`config.mk`:
```
export PLATFORM = sky130hd
export DESIGN_NAME = digit_ascii_encoder
export DESIGN_NICKNAME = d
export VERILOG_FILES = /design/src/rtl/digit_ascii_encoder.sv
export SDC_FILE = /design/constraint.sdc
export NUM_CORES = 1
export LEC_CHECK = 0
export ABC_AREA = 1
export CAP_MARGIN = 10
export CORE_MARGIN = 2
export CORE_UTILIZATION = 42
export CTS_CLUSTER_DIAMETER = 30
export DETAILED_ROUTE_END_ITERATION = 10
export GPL_TIMING_DRIVEN = 0
export PLACE_DENSITY_LB_ADDON = 0.15
export SETUP_SLACK_MARGIN = 0.1
export SLEW_MARGIN = 20
export SYNTH_ARGS = -nofsm -noshare
export SYNTH_HDL_FRONTEND = slang
export SYNTH_SLANG_ARGS = --single-unit
```
`constraint.sdc`:
```
create_clock -name Clk -period 1.2 [get_ports Clk]
set_input_delay 0.3 -clock Clk [delete_from_list [all_inputs] [get_ports Clk]]
set_output_delay 0.3 -clock Clk [all_outputs]
set_load 0.02 [all_outputs]
```
`src/rtl/digit_ascii_encoder.sv`:
```
// Walks a 16x8 register file, rewriting each binary digit 0..9 as its ASCII character and
// every other value as INVALID_CHAR, while counting the valid digits seen in the pass.
module digit_ascii_encoder #(
   parameter int          DEPTH        = 16,
   parameter int          ADDR_W       = 4,
   parameter logic [7:0]  ZERO_CHAR    = 8'h30,
   parameter logic [7:0]  INVALID_CHAR = 8'h3F
) (
   input  logic              Clk,
   input  logic              Rst,
   input  logic              go,
   output logic [ADDR_W-1:0] R_Addr,
   output logic              R_en,
   input  logic [7:0]        R_Data,
   output logic [ADDR_W-1:0] W_Addr,
   output logic              W_en,
   output logic [7:0]        W_Data,
   output logic [4:0]        count,
   output logic              busy,
   output logic              done
);

   typedef enum logic [2:0] {
      S_IDLE,
      S_CLR,
      S_READ,
      S_LATCH,
      S_WRITE,
      S_NEXT,
      S_DONE
   } state_t;

   localparam logic [ADDR_W-1:0] LAST_IDX = ADDR_W'(DEPTH - 1);

   state_t            state_reg;
   state_t            state_next;
   logic [ADDR_W-1:0] i_reg;
   logic [7:0]        temp_reg;
   logic [4:0]        count_reg;
   logic              r_en_reg;
   logic              w_en_reg;
   logic [7:0]        w_data_reg;
   logic              busy_reg;
   logic              done_reg;

   function automatic logic is_digit(input logic [7:0] v);
      return (v <= 8'd9);
   endfunction

   function automatic logic [7:0] encode(input logic [7:0] v);
      return is_digit(v) ? (v + ZERO_CHAR) : INVALID_CHAR;
   endfunction

   always_comb begin
      state_next = state_reg;
      case (state_reg)
         S_IDLE:  state_next = go ? S_CLR : S_IDLE;
         S_CLR:   state_next = S_READ;
         S_READ:  state_next = S_LATCH;
         S_LATCH: state_next = S_WRITE;
         S_WRITE: state_next = S_NEXT;
         S_NEXT:  state_next = (i_reg == LAST_IDX) ? S_DONE : S_READ;
         S_DONE:  state_next = go ? S_DONE : S_IDLE;
         default: state_next = S_IDLE;
      endcase
   end

   // Outputs are registered from state_next so they line up with the state they describe.
   always_ff @(posedge Clk) begin
      if (Rst) begin
         state_reg  <= S_IDLE;
         i_reg      <= '0;
         temp_reg   <= '0;
         count_reg  <= '0;
         r_en_reg   <= 1'b0;
         w_en_reg   <= 1'b0;
         w_data_reg <= '0;
         busy_reg   <= 1'b0;
         done_reg   <= 1'b0;
      end else begin
         state_reg <= state_next;

         case (state_reg)
            S_CLR: begin
               i_reg     <= '0;
               count_reg <= '0;
            end
            S_LATCH: temp_reg <= R_Data;
            S_WRITE: begin
               if (is_digit(temp_reg))
                  count_reg <= count_reg + 5'd1;
            end
            S_NEXT: i_reg <= (i_reg == LAST_IDX) ? '0 : i_reg + 1'b1;
            default: ;
         endcase

         r_en_reg   <= (state_next == S_READ) || (state_next == S_LATCH);
         w_en_reg   <= (state_next == S_WRITE);
         // Only LATCH leads into WRITE, and R_Data is valid there, so encode it directly.
         w_data_reg <= (state_next == S_WRITE) ? encode(R_Data) : 8'h00;
         busy_reg   <= (state_next != S_IDLE) && (state_next != S_DONE);
         done_reg   <= (state_next == S_DONE);
      end
   end

   assign R_Addr = i_reg;
   assign W_Addr = i_reg;
   assign R_en   = r_en_reg;
   assign W_en   = w_en_reg;
   assign W_Data = w_data_reg;
   assign count  = count_reg;
   assign busy   = busy_reg;
   assign done   = done_reg;

endmodule

```
==> impl_results.md, run 1 <==
- Design Area, Final: 2280 um2
- Die Height: 60.8 um
- CP startpoint: R_Addr[2]
- Met3 Wirelength: 135 um
- Crit end category: output pin
- Row cnt: 20
- Vias per std cell: 4.80
- Final worst slack: -0.0372 ns
- Setup repair after global routing missed its margin: yes
- Average size of a mapped cell: 7.56 um2
- Hpwl dp: 2150 um
- Router iterations before antenna repair: 4
- Top Ports: 36
- Setup Slack @ Placement: -0.665 ns
- DRT antenna net count: 0
- Asr flop ratio synth: 0%
- Met2 WL: 1890 um
- Max reg flops: 8
- Hold Startpoint: R_Data[2]
- Power density cells: 966 nW/um2
- Max-slew violation count: 0
- Register area share after synthesis: 45.8%
- Clk_skew: 0.00816 ns
- Wl on met1: 1350 um
- Post-synth EDFFs: 0
- Worst path max stage delay: 0.37 ns
- Most frequent CP cell: buf_6
- Crit path DAT: 0.94 ns
- Routed WL: 3460 um
- Via count of the first global-routing pass: 1248
- Initial core utilization: 44.3%
- # port buffers: 35
- Main synth FF type: dfxtp_1
- Share of layout cells above drive strength 1: 51.9%
- Die Area: 3690 um2
- CTS buffer count: 5
- Filler cell count: 231
- Critical path fanouts, max: 3
- Pin count of the biggest net entering global routing: 11
- CTS root buf: clkbuf_4
- Global placer's final weighted congestion: 0.807
- Clock period minus worst slack: 1.24 ns
- Final Util: 74.8%
- F_max: 0.808 GHz
- LEAKAGE: 1.02 nW
- HP Class: input pin to flop
- Worst VDD drop: 0.582 mV
- Final setup vio count: 6
- Critical Path RT: 0.90 ns
- Antenna diodes: 0
- Worst path slowest cell: dfxtp_4
- Syn Inst Count: 179
- Core area: 3050 um2
- CP top delay family: flip-flops
- Initial antenna violation count: 0
- DIE WIDTH: 60.8 um
- First-pass GRT wire length: 5370 um
- Syn Nets: 194
- Most frequent cells in the layout: buf_6, nor2_1, nand2_1
- Max Cap Viol: 0
- Run status: finished, violations left
- Final hold violations: 0
- Seq cells post-synth: 31
- Number of nets in the layout: 255
- DR top layer: met4
- CP Buf/Inv Count: 2
- Worst path cell trace: buf_6, buf_6
- Synth warn: 0
- Global Route Usage Sum: 20.0%
- Total power: 2.21 mW
- Commonest non-fill, non-tap cell in the layout: buf_6
- CTS tree: yes
- Drt wl/cell: 12.1 um
- H-tree depth: 2
- Failing checks: negative setup slack
- Initial drt markers: 29
- Period utilization: 103%
- R2R Path Start: R_Addr[0]
- Via count: 1367
- Placed Instance Area: 1830 um2
- Reg clk slew, reported paths: 0.10 ns
- Worst skew pair latency: 0.34 ns
- DRC Markers: 0
- Synthesis-to-finish area growth: 68.7%
- Crit path launch type: flop
- Synth Cell Area: 1350 um2
- Max clock buf depth: 2
- CP Class: flop to output pin
- Post-synth cell types: 29
- Total gr overflow: 0
- Hold_ws: 0.260 ns
- Clock Sinks: 31
cell type report:
cell class              count  area, um2  area share (%)
plain buffers               7       68.8            3.01
repair buffers             54        529            23.2
clock inverters             1       5.00           0.219
clock buffers               7       76.3            3.34
multi-input cells         121        766            33.5
inverters                  20        108            4.71
well taps                  44       55.1            2.41
flip-flops and latches     31        676            29.6
final timing paths:
check	end	slack (ns)	depth (start not counted)
min	W_Data[2]	0.26	3
max	W_Addr[2]	-0.04	2
max reg2reg	R_Addr[2]	-0.02	8
min reg2reg	temp_reg[5]	0.46	2
synthesized netlist by cell type (2+ instances only):
master | number | area, um2
inv_1 | 18 | 67.6
dfxtp_1 | 31 | 621
nand2_1 | 29 | 109
a21oi_1 | 15 | 75.1
nor2_4 | 2 | 22.5
ha_1 | 4 | 50.1
o21ai_0 | 13 | 65.1
inv_2 | 2 | 7.51
nor2_1 | 32 | 120
nand3_1 | 10 | 50.1
buf_4 | 4 | 30.0
nand4_1 | 2 | 12.5
metrics by stage:
stage	std cells	TNS [ns]
finish	285	-0.154
global route	285	-0.482
CTS	280	-0.120
detailed placement	258	-12.98
global placement	258	-11.98
floorplan	179	0
worst reg2reg max path: cells and delay by family (launching register included):
kind / cells / cell delay (ns)
flip-flops: 1 / 0.36
AND/OR/NAND/NOR: 2 / 0.11
buffers and inverters: 4 / 0.40
AO/OA/AOI/OAI: 1 / 0.13
adder cells (fa/ha/maj): 1 / 0.16
repair_timing:
item                       4_1_cts  5_1_grt
setup buffers                   14        4
resized for setup              193       51
setup endpoints to repair       53       50
gates cloned                     0        1
hold buffers                     0        0
pin swaps                       10       13
cells by family (layout without fill, tap and decap cells):
kind of cell / Yosys count / after routing / synth area share [%]
and+or+nand+nor: 83 / 83 / 28.4
buffers and inverters: 27 / 89 / 8.69
AOI/OAI and AO/OA: 31 / 31 / 11.8
adders and majority gates: 4 / 4 / 3.70
xor gates and xnor gates: 2 / 2 / 1.29
DFF: 31 / 31 / 45.8
other: 1 / 1 / 0.277
metal layers:
metal  up-vias  global-route usage (%)
met5         -                       0
met4         0                    13.0
met3        12                    5.33
met2        34                    32.4
met1       630                    23.1
li1        691                       -
where the power goes:
group          internal [mW]  switching (mW)  leakage, nW  total (mW)
logic                  0.147           0.182        0.707       0.329
clock network          0.408           0.377       0.0464       0.786
registers               1.05          0.0380        0.265        1.09
total                   1.61           0.597         1.02        2.21
Power figures use the tool's default switching activity.
==> run 2, diff against run 1 <==
- CORE_UTILIZATION: 42 -> 51
- MAX_ROUTING_LAYER: not set -> met4
- clock period: 1.2 -> 1.56 ns (I/O delays scaled with it)
==> run 2 against run 1 <==
Compared with the run above: highest routed layer unchanged; sequential share of layout area up 5.3 points; clock skew is essentially flat; sequential cell count did not move; the run now ends clean; total power shrank 24%; critical endpoint is now R_en; non-clock buffer count fell by 18; sequential power down 23%; clock power decreased by 18%.
==> impl_results.md, run 2 (synthesized netlist as in run 1, its figures left out) <==
- Router iterations before antenna repair: 6 (+2)
- Clock Sinks: 31 (unchanged)
- Share of layout cells above drive strength 1: 19.3% (-33 points)
- Total gr overflow: 0 (unchanged)
- Final hold violations: 0 (unchanged)
- Reg2reg setup slack: 0.23 ns (+0.25 ns)
- First-pass GRT wire length: 4700 um (-12%)
- HP Class: input pin to flop
- Crit end category: flop
- Clk_skew: 0.00775 ns (-0.000410 ns)
- Commonest non-fill, non-tap cell in the layout: nor2_1
- Max clock buf depth: 2 (unchanged)
- DIE WIDTH: 55.5 um (-8.6%)
- Drt wl/cell: 11.0 um (-9.2%)
- Clock period minus worst slack: 1.39 ns
- Pin count of the biggest net entering global routing: 11 (unchanged)
- CP Class: input pin to flop
- F_max: 0.718 GHz
- Via count of the first global-routing pass: 1148 (-8.0%)
- Via count: 1255 (-8.2%)
- CTS root buf: clkbuf_4
- Worst path slowest cell: clkdlybuf4s50_1
- Critical Path RT: 1.78 ns (+0.88 ns)
- Top Ports: 36 (unchanged)
- Routed WL: 2790 um (-19%)
- Final setup vio count: 0 (-6)
- Row cnt: 18 (-10%)
- Max-slew violation count: 0 (unchanged)
- Hpwl dp: 2140 um (-0.35%)
- Sw frac: 23.8% (-3.3 points)
- Register Area: 634 um2 (-6.1%)
- CP startpoint: Rst
- Max reg flops: 8 (unchanged)
- Worst VDD drop: 0.932 mV (+60%)
- Cell-internal power: 1.27 mW (-21%)
- Setup repair after global routing missed its margin: no
- Worst skew pair latency: 0.32 ns (-0.02 ns)
- Crit path DAT: 1.61 ns (+0.67 ns)
- Reg power frac: 50.1% (+0.6 points)
- Initial core utilization: 54.2% (+9.8 points)
- Initial antenna violation count: 0 (unchanged)
- Share of power burned in the clock network: 38.5% (+2.9 points)
- Power density cells: 917 nW/um2 (-5.1%)
- Setup Slack @ Placement: -0.309 ns (+0.356 ns)
- Final worst slack: 0.167 ns (+0.204 ns)
- Period utilization: 89.3%
- Number of nets in the layout: 237 (-7.1%)
- Hold_ws: 0.420 ns (+0.160 ns)
- Die Area: 3080 um2 (-17%)
- Antenna diodes: 0 (unchanged)
- Critical path fanouts, max: 10 (+7)
- Net Sw Power: 0.397 mW (-34%)
- Max Cap Viol: 0 (unchanged)
- H-tree depth: 2 (unchanged)
- Logic pwr share: 11.3% (-3.6 points)
- Reg clk slew, reported paths: 0.09 ns (about the same)
- Most frequent cells in the layout: nor2_1, nand2_1, dfxtp_1
- Hold Path Stages: 4 (+1)
- Filler cell count: 201 (-13%)
- LEAKAGE: 0.854 nW (-16%)
- Worst r2r path cells: 8 (unchanged)
- R2r endpoint: count[1]
- R2R Path Start: state_reg[1]
- CTS buffer count: 5 (unchanged)
- DRC Markers: 0 (unchanged)
- # port buffers: 35 (unchanged)
- Die Height: 55.5 um (-8.6%)
- Global Route Usage Sum: 19.7% (-0.26 points)
- Hold-fix buffers, CTS: 0 (unchanged)
- CTS tree: yes
- Final Util: 72.7% (-2.1 points)
- Core area: 2500 um2 (-18%)
- Initial drt markers: 37 (+28%)
- Crit path launch type: input pin
- Global placer's final weighted congestion: 0.812 (+0.61%)
- Setup crit end: R_en
- Multi-input gate area: 616 um2 (-20%)
- Worst path max stage delay: 0.55 ns (+0.18 ns)
- Synthesis-to-finish area growth: 34.3%
- DRT antenna net count: 0 (unchanged)
- Worst path cell trace: clkdlybuf4s50_1, clkbuf_1, a21oi_1, and2_1
- Run status: completed
- Vias per std cell: 4.96 (+3.4%)
[run 2: cell types whose count changed in the layout (fill, tap and decap cells not counted), moves of 7 or more]
cell and change:
dfxtp_4 -8, dfxtp_1 +17, buf_6 -34, dlygate4sd2_1 +10, nand2_1 +9, dfxtp_2 -9
nor2_1 +7, buf_4 -7
[run 2: critical path: cells and delay by family]
family          cells  cell delay [ns]
simple gates        1             0.18
compound gates      1             0.10
buf+inv             2             0.94
[run 2: area by class of cell]
cell class,instances,share of cell area [%]
repair buffers,36,17.9
well taps,30,2.06
plain buffers,7,2.41
clock buffers,6,2.82
inverters,20,4.13
multi-input cells,121,33.9
flip-flops and latches,31,34.9
clock inverters,2,1.93
[run 2: how the worst min path moves through the flow]
| stage | from | to | slack (ns) |
|---|---|---|---|
| floorplan | temp_reg[4] | temp_reg[4] | 0.43 |
| global placement | temp_reg[4] | temp_reg[4] | 0.44 |
| detailed placement | temp_reg[4] | temp_reg[4] | 0.44 |
| CTS | temp_reg[4] | temp_reg[4] | 0.46 |
| global route | R_Data[4] | temp_reg[4] | 0.46 |
| finish | R_Data[4] | W_Data[4] | 0.42 |
[run 2: power groups by stage]
stage	sequential [mW]	clock, mW	combinational, mW
floorplan	0.873	0	0.0981
global placement	0.856	0	0.193
detailed placement	0.858	0	0.198
CTS	0.839	0.655	0.191
global route	0.840	0.695	0.211
finish	0.836	0.643	0.189
[run 2: what timing repair did]
item | CTS | global route
setup buffers | 1 | 0
endpoints found under the setup margin | 32 | 18
pin swaps | 2 | 1
gates cloned | 0 | 0
gates resized for setup | 47 | 18
hold endpoints to repair | 0 | 0
[run 2: through the flow]
| stage | instances | total power, mW | setup TNS, ns | instance area, um2 |
|---|---|---|---|---|
| detailed placement | 244 | 1.06 | -2.88 | 1740 |
| global placement | 244 | 1.05 | -2.01 | 1740 |
| finish | 253 | 1.67 | 0 | 1820 |
| floorplan | 179 | 0.971 | 0 | 1350 |
| CTS | 253 | 1.68 | 0 | 1830 |
| global route | 253 | 1.75 | 0 | 1820 |
[run 2: per-layer routing]
layer	up-vias	part of all wire, %	track usage, %
met5	-	0	-
met4	0	0.86	5.23
met3	5	3.9	7.03
met2	22	53	32.8
met1	574	42	22.4
li1	654	-	-
==> run 3, diff against run 2 <==
- GPL_ROUTABILITY_DRIVEN: not set -> 0
==> results of run 3 <==
No change in the layout: final DEF, timing and power equal those of run 2.
